[config.mk]
export PLATFORM = sky130hd
export DESIGN_NAME = fsm_bit_serializer_flat
export DESIGN_NICKNAME = d
export VERILOG_FILES = /design/src/rtl/fsm_pkg.sv /design/src/rtl/fsm_bit_serializer_if.sv /design/src/rtl/bit_period_counter.sv /design/src/rtl/fsm_bit_serializer.sv /design/src/flat_wrapper.sv
export SDC_FILE = /design/constraint.sdc
export NUM_CORES = 1
export LEC_CHECK = 0
export BUFFER_PORTS_ARGS = -buffer_cell sky130_fd_sc_hd__buf_2
export CORE_MARGIN = 3
export CORE_UTILIZATION = 50
export CTS_CLUSTER_DIAMETER = 40
export CTS_CLUSTER_SIZE = 14
export DETAILED_ROUTE_END_ITERATION = 10
export PLACE_DENSITY = 0.84
export SLEW_MARGIN = 20
export SYNTH_ARGS = -nofsm -noshare
export SYNTH_HDL_FRONTEND = slang
export SYNTH_HIERARCHICAL = 1
export SYNTH_SLANG_ARGS = --single-unit
[constraint.sdc]
create_clock -name Clk -period 1.7 [get_ports Clk]
set_clock_uncertainty 0.15 [all_clocks]
set_input_delay 0.085 -clock Clk [delete_from_list [all_inputs] [get_ports Clk]]
set_output_delay 0.085 -clock Clk [all_outputs]
set_load 0.02 [all_outputs]
[src/rtl/fsm_pkg.sv]
// ============================================================================
// Module : fsm_pkg
// Brief  : State encoding and widths shared by the serializer and detector FSMs
// Rev    : 1.0 - initial release
// ============================================================================
`default_nettype none

package fsm_pkg;

    localparam int ESTADO_W = 2;

    // 2'b11 is deliberately left unencoded; the FSMs fall back to IDLE from it.
    typedef enum logic [ESTADO_W-1:0] {
        IDLE  = 2'b00,
        SHIFT = 2'b01,
        DONE  = 2'b10
    } state_e;

endpackage : fsm_pkg

`default_nettype wire

[src/rtl/fsm_bit_serializer_if.sv]
// ============================================================================
// Module : fsm_bit_serializer_if
// Brief  : Word handshake in, serial bit stream and status out
// Rev    : 1.0 - initial release
// ============================================================================
`default_nettype none

interface fsm_bit_serializer_if
    import fsm_pkg::*;
#(
    parameter int WIDTH = 8
);

    logic [WIDTH-1:0]    word_in;
    logic                word_valid;
    logic                word_ready;
    logic                Bit_Out;
    logic                Bit_Valid;
    logic                Done;
    logic [ESTADO_W-1:0] Estado_Salida;

    modport master (
        output word_in,
        output word_valid,
        input  word_ready,
        input  Bit_Out,
        input  Bit_Valid,
        input  Done,
        input  Estado_Salida
    );

    modport slave (
        input  word_in,
        input  word_valid,
        output word_ready,
        output Bit_Out,
        output Bit_Valid,
        output Done,
        output Estado_Salida
    );

endinterface : fsm_bit_serializer_if

`default_nettype wire

[src/rtl/bit_period_counter.sv]
// ============================================================================
// Module : bit_period_counter
// Brief  : Modulo-DIV counter with terminal-count flag
// Rev    : 1.0 - initial release
// ============================================================================
`default_nettype none

module bit_period_counter #(
    parameter int DIV = 1
) (
    input  wire logic Clk,
    input  wire logic Reset,
    input  wire logic clr_i,
    input  wire logic en_i,
    output logic      tc_o
);

    localparam int             CW     = (DIV > 1) ? $clog2(DIV) : 1;
    localparam logic [CW-1:0]  c_TERM = CW'(DIV - 1);

    logic [CW-1:0] cnt_q;
    logic [CW-1:0] cnt_d;

    always_comb begin
        cnt_d = cnt_q;
        if (clr_i) begin
            cnt_d = '0;
        end else if (en_i) begin
            cnt_d = (cnt_q == c_TERM) ? '0 : cnt_q + CW'(1);
        end
    end

    always_ff @(posedge Clk or posedge Reset) begin
        if (Reset) begin
            cnt_q <= '0;
        end else begin
            cnt_q <= cnt_d;
        end
    end

    assign tc_o = (cnt_q == c_TERM);

endmodule : bit_period_counter

`default_nettype wire

[src/rtl/fsm_bit_serializer.sv]
// ============================================================================
// Module : fsm_bit_serializer
// Brief  : Parallel word to serial bit source, each bit held DIV clocks
// Rev    : 1.0 - initial release
// ============================================================================
`default_nettype none

module fsm_bit_serializer
    import fsm_pkg::*;
#(
    parameter int WIDTH     = 8,
    parameter int DIV       = 1,
    parameter int MSB_FIRST = 1
) (
    input  wire logic           Clk,
    input  wire logic           Reset,
    fsm_bit_serializer_if.slave bus
);

    localparam int            BW     = $clog2(WIDTH);
    localparam logic [BW-1:0] c_LAST = BW'(WIDTH - 1);

    state_e           state_q,     state_d;
    logic [WIDTH-1:0] shreg_q,     shreg_d;
    logic [BW-1:0]    bit_cnt_q,   bit_cnt_d;
    logic             bit_valid_q, bit_valid_d;
    logic             done_q,      done_d;

    logic             w_tc;
    logic             w_in_shift;
    logic             w_bit;
    logic [WIDTH-1:0] w_shifted;

    assign w_in_shift = (state_q == SHIFT);

    bit_period_counter #(
        .DIV (DIV)
    ) u_period (
        .Clk   (Clk),
        .Reset (Reset),
        .clr_i (!w_in_shift),
        .en_i  (w_in_shift),
        .tc_o  (w_tc)
    );

    // Zeros are shifted in, so the register is empty once the last bit is out
    // and Bit_Out reads 0 in DONE/IDLE without extra gating.
    generate
        if (MSB_FIRST != 0) begin : g_msb_first
            assign w_bit     = shreg_q[WIDTH-1];
            assign w_shifted = {shreg_q[WIDTH-2:0], 1'b0};
        end else begin : g_lsb_first
            assign w_bit     = shreg_q[0];
            assign w_shifted = {1'b0, shreg_q[WIDTH-1:1]};
        end
    endgenerate

    always_comb begin
        state_d   = state_q;
        shreg_d   = shreg_q;
        bit_cnt_d = bit_cnt_q;
        case (state_q)
            IDLE: begin
                shreg_d   = '0;
                bit_cnt_d = '0;
                if (bus.word_valid) begin
                    shreg_d = bus.word_in;
                    state_d = SHIFT;
                end
            end
            SHIFT: begin
                if (w_tc) begin
                    shreg_d = w_shifted;
                    if (bit_cnt_q == c_LAST) begin
                        bit_cnt_d = '0;
                        state_d   = DONE;
                    end else begin
                        bit_cnt_d = bit_cnt_q + BW'(1);
                    end
                end
            end
            DONE: begin
                state_d = IDLE;
            end
            default: begin
                shreg_d   = '0;
                bit_cnt_d = '0;
                state_d   = IDLE;
            end
        endcase
        bit_valid_d = (state_d == SHIFT);
        done_d      = (state_d == DONE);
    end

    always_ff @(posedge Clk or posedge Reset) begin
        if (Reset) begin
            state_q     <= IDLE;
            shreg_q     <= '0;
            bit_cnt_q   <= '0;
            bit_valid_q <= 1'b0;
            done_q      <= 1'b0;
        end else begin
            state_q     <= state_d;
            shreg_q     <= shreg_d;
            bit_cnt_q   <= bit_cnt_d;
            bit_valid_q <= bit_valid_d;
            done_q      <= done_d;
        end
    end

    assign bus.word_ready    = (state_q == IDLE);
    assign bus.Bit_Out       = w_bit;
    assign bus.Bit_Valid     = bit_valid_q;
    assign bus.Done          = done_q;
    assign bus.Estado_Salida = state_q;

endmodule : fsm_bit_serializer

`default_nettype wire

[src/flat_wrapper.sv]
// flat-port wrapper written by rule: the top's interface ports become plain ports
module fsm_bit_serializer_flat import fsm_pkg::*;
#(
    parameter int WIDTH     = 8,
    parameter int DIV       = 1,
    parameter int MSB_FIRST = 1
)
  (Clk, Reset, bus_word_in, bus_word_valid, bus_word_ready, bus_Bit_Out, bus_Bit_Valid, bus_Done, bus_Estado_Salida);
  fsm_bit_serializer_if #(.WIDTH(WIDTH)) bus_i ();
  input  wire logic Clk;
  input  wire logic Reset;
  input wire logic [$bits(bus_i.word_in)-1:0] bus_word_in;
  input wire logic [$bits(bus_i.word_valid)-1:0] bus_word_valid;
  output wire logic [$bits(bus_i.word_ready)-1:0] bus_word_ready;
  output wire logic [$bits(bus_i.Bit_Out)-1:0] bus_Bit_Out;
  output wire logic [$bits(bus_i.Bit_Valid)-1:0] bus_Bit_Valid;
  output wire logic [$bits(bus_i.Done)-1:0] bus_Done;
  output wire logic [$bits(bus_i.Estado_Salida)-1:0] bus_Estado_Salida;
  assign bus_i.word_in = bus_word_in;
  assign bus_i.word_valid = bus_word_valid;
  assign bus_word_ready = bus_i.word_ready;
  assign bus_Bit_Out = bus_i.Bit_Out;
  assign bus_Bit_Valid = bus_i.Bit_Valid;
  assign bus_Done = bus_i.Done;
  assign bus_Estado_Salida = bus_i.Estado_Salida;
  fsm_bit_serializer #(.WIDTH(WIDTH), .DIV(DIV), .MSB_FIRST(MSB_FIRST)) u_core (.Clk(Clk), .Reset(Reset), .bus(bus_i));
endmodule
-- Word level (Yosys, flattened, before mapping)
Index checks and enable logic that the tools add are counted.
- bits in latches: 0
- flip-flop bits (word level): 16
- memories kept: 0
- RAM bits: 0
- memory bits (read-only): 0
- output and inout port bits: 6
- word-level logic and storage cells: 29
- bitwise operators: 1
- magnitude comparators: 0
- multiplexer cells: 12
- $mul: 0
- shifts and indexed selects: 0
- add/sub/neg operators: 2
- equality and inequality tests: 6
- reductions and logical operators: 2
- div/mod/pow operators: 0
- operator list (kind ; number):
    8-bit case mux with 3 select lines ; 1
    8-bit two-way mux ; 2
    2-bit two-way mux ; 3
    3-bit two-way mux ; 2
    3-bit case mux with 2 select lines ; 1
    2-bit by 1-bit == test with 1-bit output (second input constant) ; 2
    2-bit == test (second input constant) ; 2
    2-bit case mux with 2 select lines ; 1
    3-bit by 1-bit adder with 3-bit output (second input constant) ; 1
    3-bit == test (second input constant) ; 1
    2-bit logical NOT ; 1
    1-bit two-way mux ; 2
    2-bit != test (second input constant) ; 1
    2-bit AND reduction ; 1
    1-bit adder (second input constant) ; 1
    1-bit inverter ; 1

-- Depth between registers and ports, before layout
Gate-level depths: netlist of the first run.
- depth in word-level cells: 5
- depth in mapped cells: 5
- depth with buffers taken out: 5

-- Cells and area by module
Netlist of the first run, hierarchy kept.
- by module, submodules not included (module ; cells an instance ; times used ; area an instance (um^2)):
    fsm_bit_serializer ; 59 ; 1 ; 728.2
    bit_period_counter ; 2 ; 1 ; 11.3

-- Worst setup path after synthesis of the first run
Ideal clock, no wire load.
- path kind: reg-to-reg
- from: register u_core.state_q[0] (netlist: u_core/bus.Estado_Salida[0])
- to: register u_core.shreg_q[1]
- cell stages (with the launch flop): 4
- required time: 1.425 ns
- setup time: 0.125 ns
- clock period less this slack: 1.565 ns
- path slack: 0.135 ns
- buffers on the path: 0
- data arrival time: 1.290 ns
- cells stage by stage: dfrtp_1 -> and2b_1 -> o21bai_4 -> mux2_2
- word-level cells in the longest chain between the ends: 3
- elaborated cells between the ends (all ways): 7
- classes of those cells: eq/ne (3); mux (1); bitwise (1); reduce/logical (2)
- ends and longest elaborated chain (what ; line ; text):
    start: declaration ; fsm_bit_serializer.sv:23 ; state_e state_q, state_d;
    start signal: assignment ; fsm_bit_serializer.sv:103 ; state_q <= state_d;
    2-bit by 1-bit == test with 1-bit output or 2-bit == test (tied branches) ; fsm_bit_serializer.sv:62 ; case (state_q)
    2-bit != test (no line) or 1-bit inverter (tied branches) ; n/a ;
    2-bit AND reduction (no line) ; n/a ;
    end signal: assignment ; fsm_bit_serializer.sv:104 ; shreg_q <= shreg_d;
    end: declaration ; fsm_bit_serializer.sv:24 ; logic [WIDTH-1:0] shreg_q, shreg_d;
Parallel ways exist; a longest one is shown, timed or not.
A chain may end at the register's enable or synchronous reset.

-- Worst setup path in the final report of the first run
- from: register u_core.bit_cnt_q[0]
- to: register u_core.bit_cnt_q[0]
- word-level cells in the longest chain between the ends: 4
- elaborated cells between the ends (all ways): 5
- classes of those cells: add/sub (1); eq/ne (1); mux (3)
- ends and longest elaborated chain (what ; line ; text):
    start: declaration ; fsm_bit_serializer.sv:25 ; logic [BW-1:0] bit_cnt_q, bit_cnt_d;
    start signal: assignment ; fsm_bit_serializer.sv:105 ; bit_cnt_q <= bit_cnt_d;
    3-bit by 1-bit adder with 3-bit output or 3-bit == test (tied branches) ; fsm_bit_serializer.sv:78, fsm_bit_serializer.sv:74 ;
    3-bit two-way mux (*) ; fsm_bit_serializer.sv:74 ; if (bit_cnt_q == c_LAST) begin
    3-bit two-way mux (*) ; fsm_bit_serializer.sv:72 ; if (w_tc) begin
    3-bit case mux with 2 select lines (*) ; fsm_bit_serializer.sv:62 ;
Mark *: on every way between the ends. The rest lies on a longest branch, timed or not. The select of a mux whose other input is x is not followed.

==> results of run 1 <==
-- timing repair --
action / CTS / global route
gates resized for setup: 0 / 0
hold buffers: 8 / 0
hold endpoints to repair: 22 / 0
-- cells in the final DEF, fill, tap and decap left out, drive strengths merged --
cell type / count
and2b: 1
nand2b: 1
conb: 1
nor3b: 1
dfrtp: 15
ha: 2
a21o: 2
nor2: 6
o21bai: 1
a32o: 1
buf: 19
nand2: 3
nor2b: 1
o21ai: 2
a221o: 4
mux2i: 6
and3: 2
inv: 2
a22o: 4
dlygate4sd3: 8
mux2: 3
clkbuf: 4
-- routing by layer --
metal	vias up	global-route usage, %
li1	279	-
met1	285	22.6
met2	24	29.1
met3	0	4.88
met4	0	9.04
met5	-	0
-- kinds of logic (layout without fill, tap and decap cells) --
logic type	Yosys count	in the layout	share of synthesized area, %
compound gates	14	14	17.4
fa+ha+maj	2	2	3.38
buf+inv	5	33	4.57
flops	15	15	50.8
mux	9	9	12.7
other cells	1	1	0.507
simple gates	15	15	10.7
-- worst max-delay path: stages (launching register included) --
cell and delay, ns:
dfrtp_1 0.42, ha_1 0.22, ha_1 0.24, nor2_1 0.14
mux2i_1 0.08, o21ai_0 0.14
-- where the power goes --
group | internal (mW) | total [mW] | switching, mW
clock | 0.0910 | 0.199 | 0.108
combinational | 0.289 | 0.596 | 0.306
sequential | 0.488 | 0.584 | 0.0966
-- state kept, by name (all words and copies together) (netlist names) --
signal,count
u_core/bit_cnt_q,3
u_core/bus.Estado_Salida,2
u_core/bus.Bit_Valid,1
u_core/bus.Done,1
u_core/shreg_q,8
-- final timing paths --
check,endpoint,slack (ns)
setup / recovery,u_core/bit_cnt_q[0]$_DFFE_PP0P_,0.25
hold / removal,u_core/shreg_q[2]$_DFFE_PP0P_,0.003
setup reg to reg,u_core/bit_cnt_q[0]$_DFFE_PP0P_,0.25
hold reg to reg,u_core/shreg_q[3]$_DFFE_PP0P_,0.37
max in group asynchronous,u_core/shreg_q[4]$_DFFE_PP0P_,0.81
min in group asynchronous,u_core/shreg_q[2]$_DFFE_PP0P_,0.23
-- layout make-up --
cell class	count	area, um2
Inverter	2	10.0
Timing Repair Buffer	27	183
Sequential cell	15	375
Multi-Input combinational cell	41	330
Clock buffer	4	26.3
Fill cell	111	407
Tap cell	15	18.8
==> run_results.csv, run 1 <==
group,metric,value,unit
routing,drt-initial-drc-count,5,
routing,drt_first_pass_iters,4,
sta,min_period_over_period,85.3,%
floorplanning,fp-row-count,13,
synthesis,yosys_warnings,6,
sta,hold_violations,0,
sta,drv_slew,0,
floorplanning,io_pins,17,
sta,fin_tns_setup,0,ns
worst_hold_path,hold_depth,3,
synthesis,syn-num-nets,74,
synthesis,synth.most_common_cell,"dfrtp_1",
global_route,grt_first_pass_wirelength,2.55,mm
floorplanning,initial_core_util,54.8,%
placement,placed_area,837,um2
synthesis,ys.flop_type,"dfrtp_1",
floorplanning,core-area,0.00135,mm2
sta,tightest_slew,0.546,ns
sta,fmax,690,MHz
global_route,grtUsageTotal,18.2,%
cts,cts_root_buffer,"clkbuf_4",
global_route,grt_max_degree,16,
synthesis,yosysTopAreaCellShare,50.8,%
sta,worst_hold_slack,0.00260,ns
cells_and_area,finalNetCount,103,
power,powerDensity,1460,mW/mm2
worst_setup_path,crit_required,1.75,ns
routing,routedWlPerCell,14.4,um
floorplanning,die_h,44.5,um
cts,cts.htree.levels,1,
sta,fin_crit,1.45,ns
cells_and_area,layout-drive-gt1-share,31.5,%
placement,dp_hpwl,1.01,mm
synthesis,synth.area.top_cells,"dfrtp_1, mux2i_1, a221o_1",
floorplanning,die_area,0.00198,mm2
global_route,antenna_found_initial,0,
worst_setup_path,r2r-start,"u_core/bit_cnt_q[0]$_DFFE_PP0P_",
routing,wl_met3,88,um
worst_setup_path,path_class,"flop to flop",
worst_hold_path,holdCritStartpoint,"bus_word_in[2]",
synthesis,synth_edf_count,0,
cts,numCtsBuffers,3,
worst_hold_path,hold_class,"input pin to flop",
floorplanning,die_w,44.5,um
worst_setup_path,cp_max_fo,5,
routing,maxUsedRoutingLayer,"met3",
cells_and_area,stdcell_count,104,
cells_and_area,final_util,69.9,%
cells_and_area,diodes,0,
flow_run,cap_violations,0,
outcome,status,"finished, final reports clean",
cts,cts_num_sinks,15,
cts,cts_setup_buffers,0,
worst_setup_path,crit_arrival,1.50,ns
synthesis,synth_seq_cells,15,
cts,path_clk_slew,0.08,ns
routing,vias,588,
routing,ant_nets,0,
cells_and_area,area_growth,27.6,%
placement,pre_cts_slack,0.255,ns
synthesis,synth_area_leader_cell,"dfrtp_1",
synthesis,syn_avg_cell_area,12.1,um2
synthesis,mappedNetlistArea,739,um2
sta,rsz0062_at_grt,"no",
cts,insertion_delay,0.28,ns
routing,routed_wl,1.50,mm
synthesis,seq_area_frac_synth,50.8,%
routing,drc,0,
placement,placed_cells,92,
routing,avgViaCountPerCell,5.65,
routing,wl_met2,741,um
sta,setup_ws,0.250,ns
synthesis,synthArstFlopShare,100,%
sta,finalSetupViolations,0,
power,peakVddDrop,0.667,mV
worst_setup_path,endpoint_kind,"flop",
power,p_total,1.38,mW
cts,clockBufferDepth,2,
global_route,grt_pass1_vias,563,
power,leakage,0.496,nW
synthesis,synth_cell_types,23,
routing,m1WireLength,665,um
sta,slew_headroom,63.5,%
global_route,gr-total-overflow,0,
placement,gp_congestion,0.755,
synthesis,ys_top_cells_by_count,"dfrtp_1, mux2i_1, nor2_1",
synthesis,syn_inst,61,
worst_setup_path,worst_r2r_path_depth,5,
cts,cts_tree,"built",
worst_setup_path,setup.worst_path.start,"u_core/bit_cnt_q[0]$_DFFE_PP0P_",
cells_and_area,fin_area,943,um2
placement,port_buffers,16,
worst_setup_path,worst_setup_path_start_kind,"flop",
Note: power is estimated with default switching activity, not from simulation.
==> run 2, diff against run 1 <==
--- a/config.mk
+++ b/config.mk
@@ -7,7 +7,7 @@
 export LEC_CHECK = 0
 export BUFFER_PORTS_ARGS = -buffer_cell sky130_fd_sc_hd__buf_2
-export CORE_MARGIN = 3
+export CORE_MARGIN = 2
 export CORE_UTILIZATION = 50
-export CTS_CLUSTER_DIAMETER = 40
+export CTS_CLUSTER_DIAMETER = 120
 export CTS_CLUSTER_SIZE = 14
 export DETAILED_ROUTE_END_ITERATION = 10
==> constraint.sdc (replaced) <==
create_clock -name Clk -period 1.7 [get_ports Clk]
set_clock_uncertainty 0.15 [all_clocks]
set_input_delay 0.34 -clock Clk [delete_from_list [all_inputs] [get_ports Clk]]
set_output_delay 0.34 -clock Clk [all_outputs]
set_load 0.02 [all_outputs]
==> run_results.csv, run 2 (synthesized netlist as in run 1, its figures left out) <==
group,metric,value,unit
outcome,status,"finished, final reports clean",
worst_setup_path,slowest_delay,0.58,ns
cells_and_area,final_util,64.9,%
placement,dp_hpwl,989,um
cts,path_clk_slew,0.09,ns
cells_and_area,fillCellCount,110,
sta,drv_slew,0,
power,p_clk_share,14.9,%
power,leakage,0.462,nW
routing,drc,0,
worst_setup_path,setup.worst_path.start,"u_core/bus.Estado_Salida[0]$_DFF_PP0_",
worst_setup_path,endpoint_kind,"flop",
routing,ant_nets,0,
flow_run,cap_violations,0,
worst_setup_path,path_class,"flop to flop",
global_route,gr-total-overflow,0,
floorplanning,io_pins,17,
worst_setup_path,crit_cells,3,
cells_and_area,register_area,375,um2
cts,cts_root_buffer,"clkbuf_4",
cells_and_area,layout-drive-gt1-share,33.3,%
routing,vias,544,
placement,gp_congestion,0.719,
cts,cts_num_sinks,15,
power,peakVddDrop,0.787,mV
sta,setup_ws,0.133,ns
worst_setup_path,worst_r2r_path_depth,3,
placement,placed_area,830,um2
floorplanning,initial_core_util,55.4,%
global_route,grt_first_pass_wirelength,2.38,mm
worst_setup_path,crit_required,1.77,ns
power,sw_frac_of_total,37.1,%
placement,port_buffers,16,
global_route,grtUsageTotal,17.0,%
worst_setup_path,crit_chain,"nor3b_2, a22o_1, mux2_2",
floorplanning,die_area,0.00180,mm2
cells_and_area,top_register,"u_core/shreg_q",
cells_and_area,fin_area,866,um2
worst_hold_path,hold_class,"input pin to flop",
floorplanning,die_w,42.5,um
cells_and_area,layout_common_cells,"buf_2, dfrtp_1, nor2_1, mux2i_1",
worst_setup_path,worstPathBufferInverterCount,0,
worst_setup_path,cp_max_fo,10,
cells_and_area,area_growth,17.1,%
cells_and_area,final_common_cell,"buf_2",
floorplanning,core-area,0.00133,mm2
power,combPwrFrac,42.0,%
power,p_total,1.35,mW
worst_setup_path,ff2ff_setup_slack,0.13,ns
power,p_seq_share,43.1,%
routing,avgViaCountPerCell,5.67,
power,powerDensity,1560,mW/mm2
cells_and_area,largest_reg_flops,8,
placement,pre_cts_slack,0.158,ns
cells_and_area,diodes,0,
cts,clockBufferDepth,2,
cts,cts.htree.levels,1,
floorplanning,fp-row-count,13,
sta,fin_tns_setup,0,ns
routing,routed_wl,1.36,mm
worst_setup_path,critPathTopFamily,"simple AND/OR/NAND/NOR gates",
sta,fmax,638,MHz
power,p_int,0.848,mW
sta,min_period_over_period,92.2,%
sta,hold_violations,0,
cts,cts_hold_buf,1,
sta,rsz0062_at_grt,"no",
worst_setup_path,worstReg2RegEnd,"u_core/shreg_q[3]$_DFFE_PP0P_",
routing,drt-initial-drc-count,17,
routing,drt_first_pass_iters,4,
cts,cts_tree,"built",
cts,numCtsBuffers,3,
worst_setup_path,cp_slowest_cell,"nor3b_2",
worst_setup_path,r2r-start,"u_core/bus.Estado_Salida[0]$_DFF_PP0_",
worst_setup_path,crit_arrival,1.64,ns
sta,tightest_slew,0.645,ns
worst_setup_path,worst_setup_path_start_kind,"flop",
floorplanning,die_h,42.5,um
worst_setup_path,cp-endpoint,"u_core/shreg_q[3]$_DFFE_PP0P_",
cts,insertion_delay,0.28,ns
global_route,grt_pass1_vias,572,
global_route,grt_max_degree,16,
power,power_switching,0.501,mW
cts,cts_setup_buffers,0,
routing,routedWlPerCell,14.1,um
cells_and_area,finalNetCount,95,
global_route,antenna_found_initial,0,
cts,cts_resized,0,
sta,finalSetupViolations,0,
sta,slew_headroom,56.8,%
sta,fin_crit,1.57,ns
cells_and_area,multi_input_area,330,um2
[run 2: stage by stage]
stage	hold slack [ns]	instances
after floorplan	0.0915	61
after global placement	0.266	91
after detailed placement	0.264	91
after CTS	0.125	96
after global routing	0.132	96
final	0.132	96
[run 2: how the worst min path moves through the flow]
stage                                                 end  cells past startpoint            from
after CTS                   u_core/shreg_q[0]$_DFFE_PP0P_                      2  bus_word_in[0]
after floorplan           u_core/bit_cnt_q[0]$_DFFE_PP0P_                      1           Reset
after global placement      u_core/shreg_q[3]$_DFFE_PP0P_                      2           Reset
after detailed placement    u_core/shreg_q[2]$_DFFE_PP0P_                      2           Reset
after global routing        u_core/shreg_q[0]$_DFFE_PP0P_                      2  bus_word_in[0]
final                       u_core/shreg_q[0]$_DFFE_PP0P_                      2  bus_word_in[0]
[run 2: final cells by class]
class	instances	share of cell area, %
Inverter	2	1.16
Tap cell	15	2.17
Timing Repair Buffer	19	12.1
Sequential cell	15	43.4
Multi-Input combinational cell	41	38.2
Clock buffer	4	3.03
[run 2: worst register-to-register path, delay by kind of cell, from the launching register on]
| kind | cells | cell delay (ns) |
|---|---|---|
| flops | 1 | 0.43 |
| compound gates | 1 | 0.23 |
| mux | 1 | 0.14 |
| simple gates | 1 | 0.58 |
[run 2: power by group through the flow]
| stage | Sequential (mW) | Clock, mW | Combinational, mW |
|---|---|---|---|
| floorplan | 0.609 | 0 | 0.408 |
| global placement | 0.578 | 0 | 0.540 |
| detailed placement | 0.586 | 0 | 0.565 |
| CTS | 0.579 | 0.205 | 0.571 |
| global route | 0.599 | 0.222 | 0.625 |
| finish | 0.581 | 0.201 | 0.567 |
[run 2: metal layers]
metal	part of all wire, %	track usage [%]	wire (um)	vias up
met1	44	21.3	593	260
li1	-	-	-	261
met2	48	29.2	647	23
met5	0	0	0	-
met3	8.4	3.02	114	0
met4	0	5.63	0	0
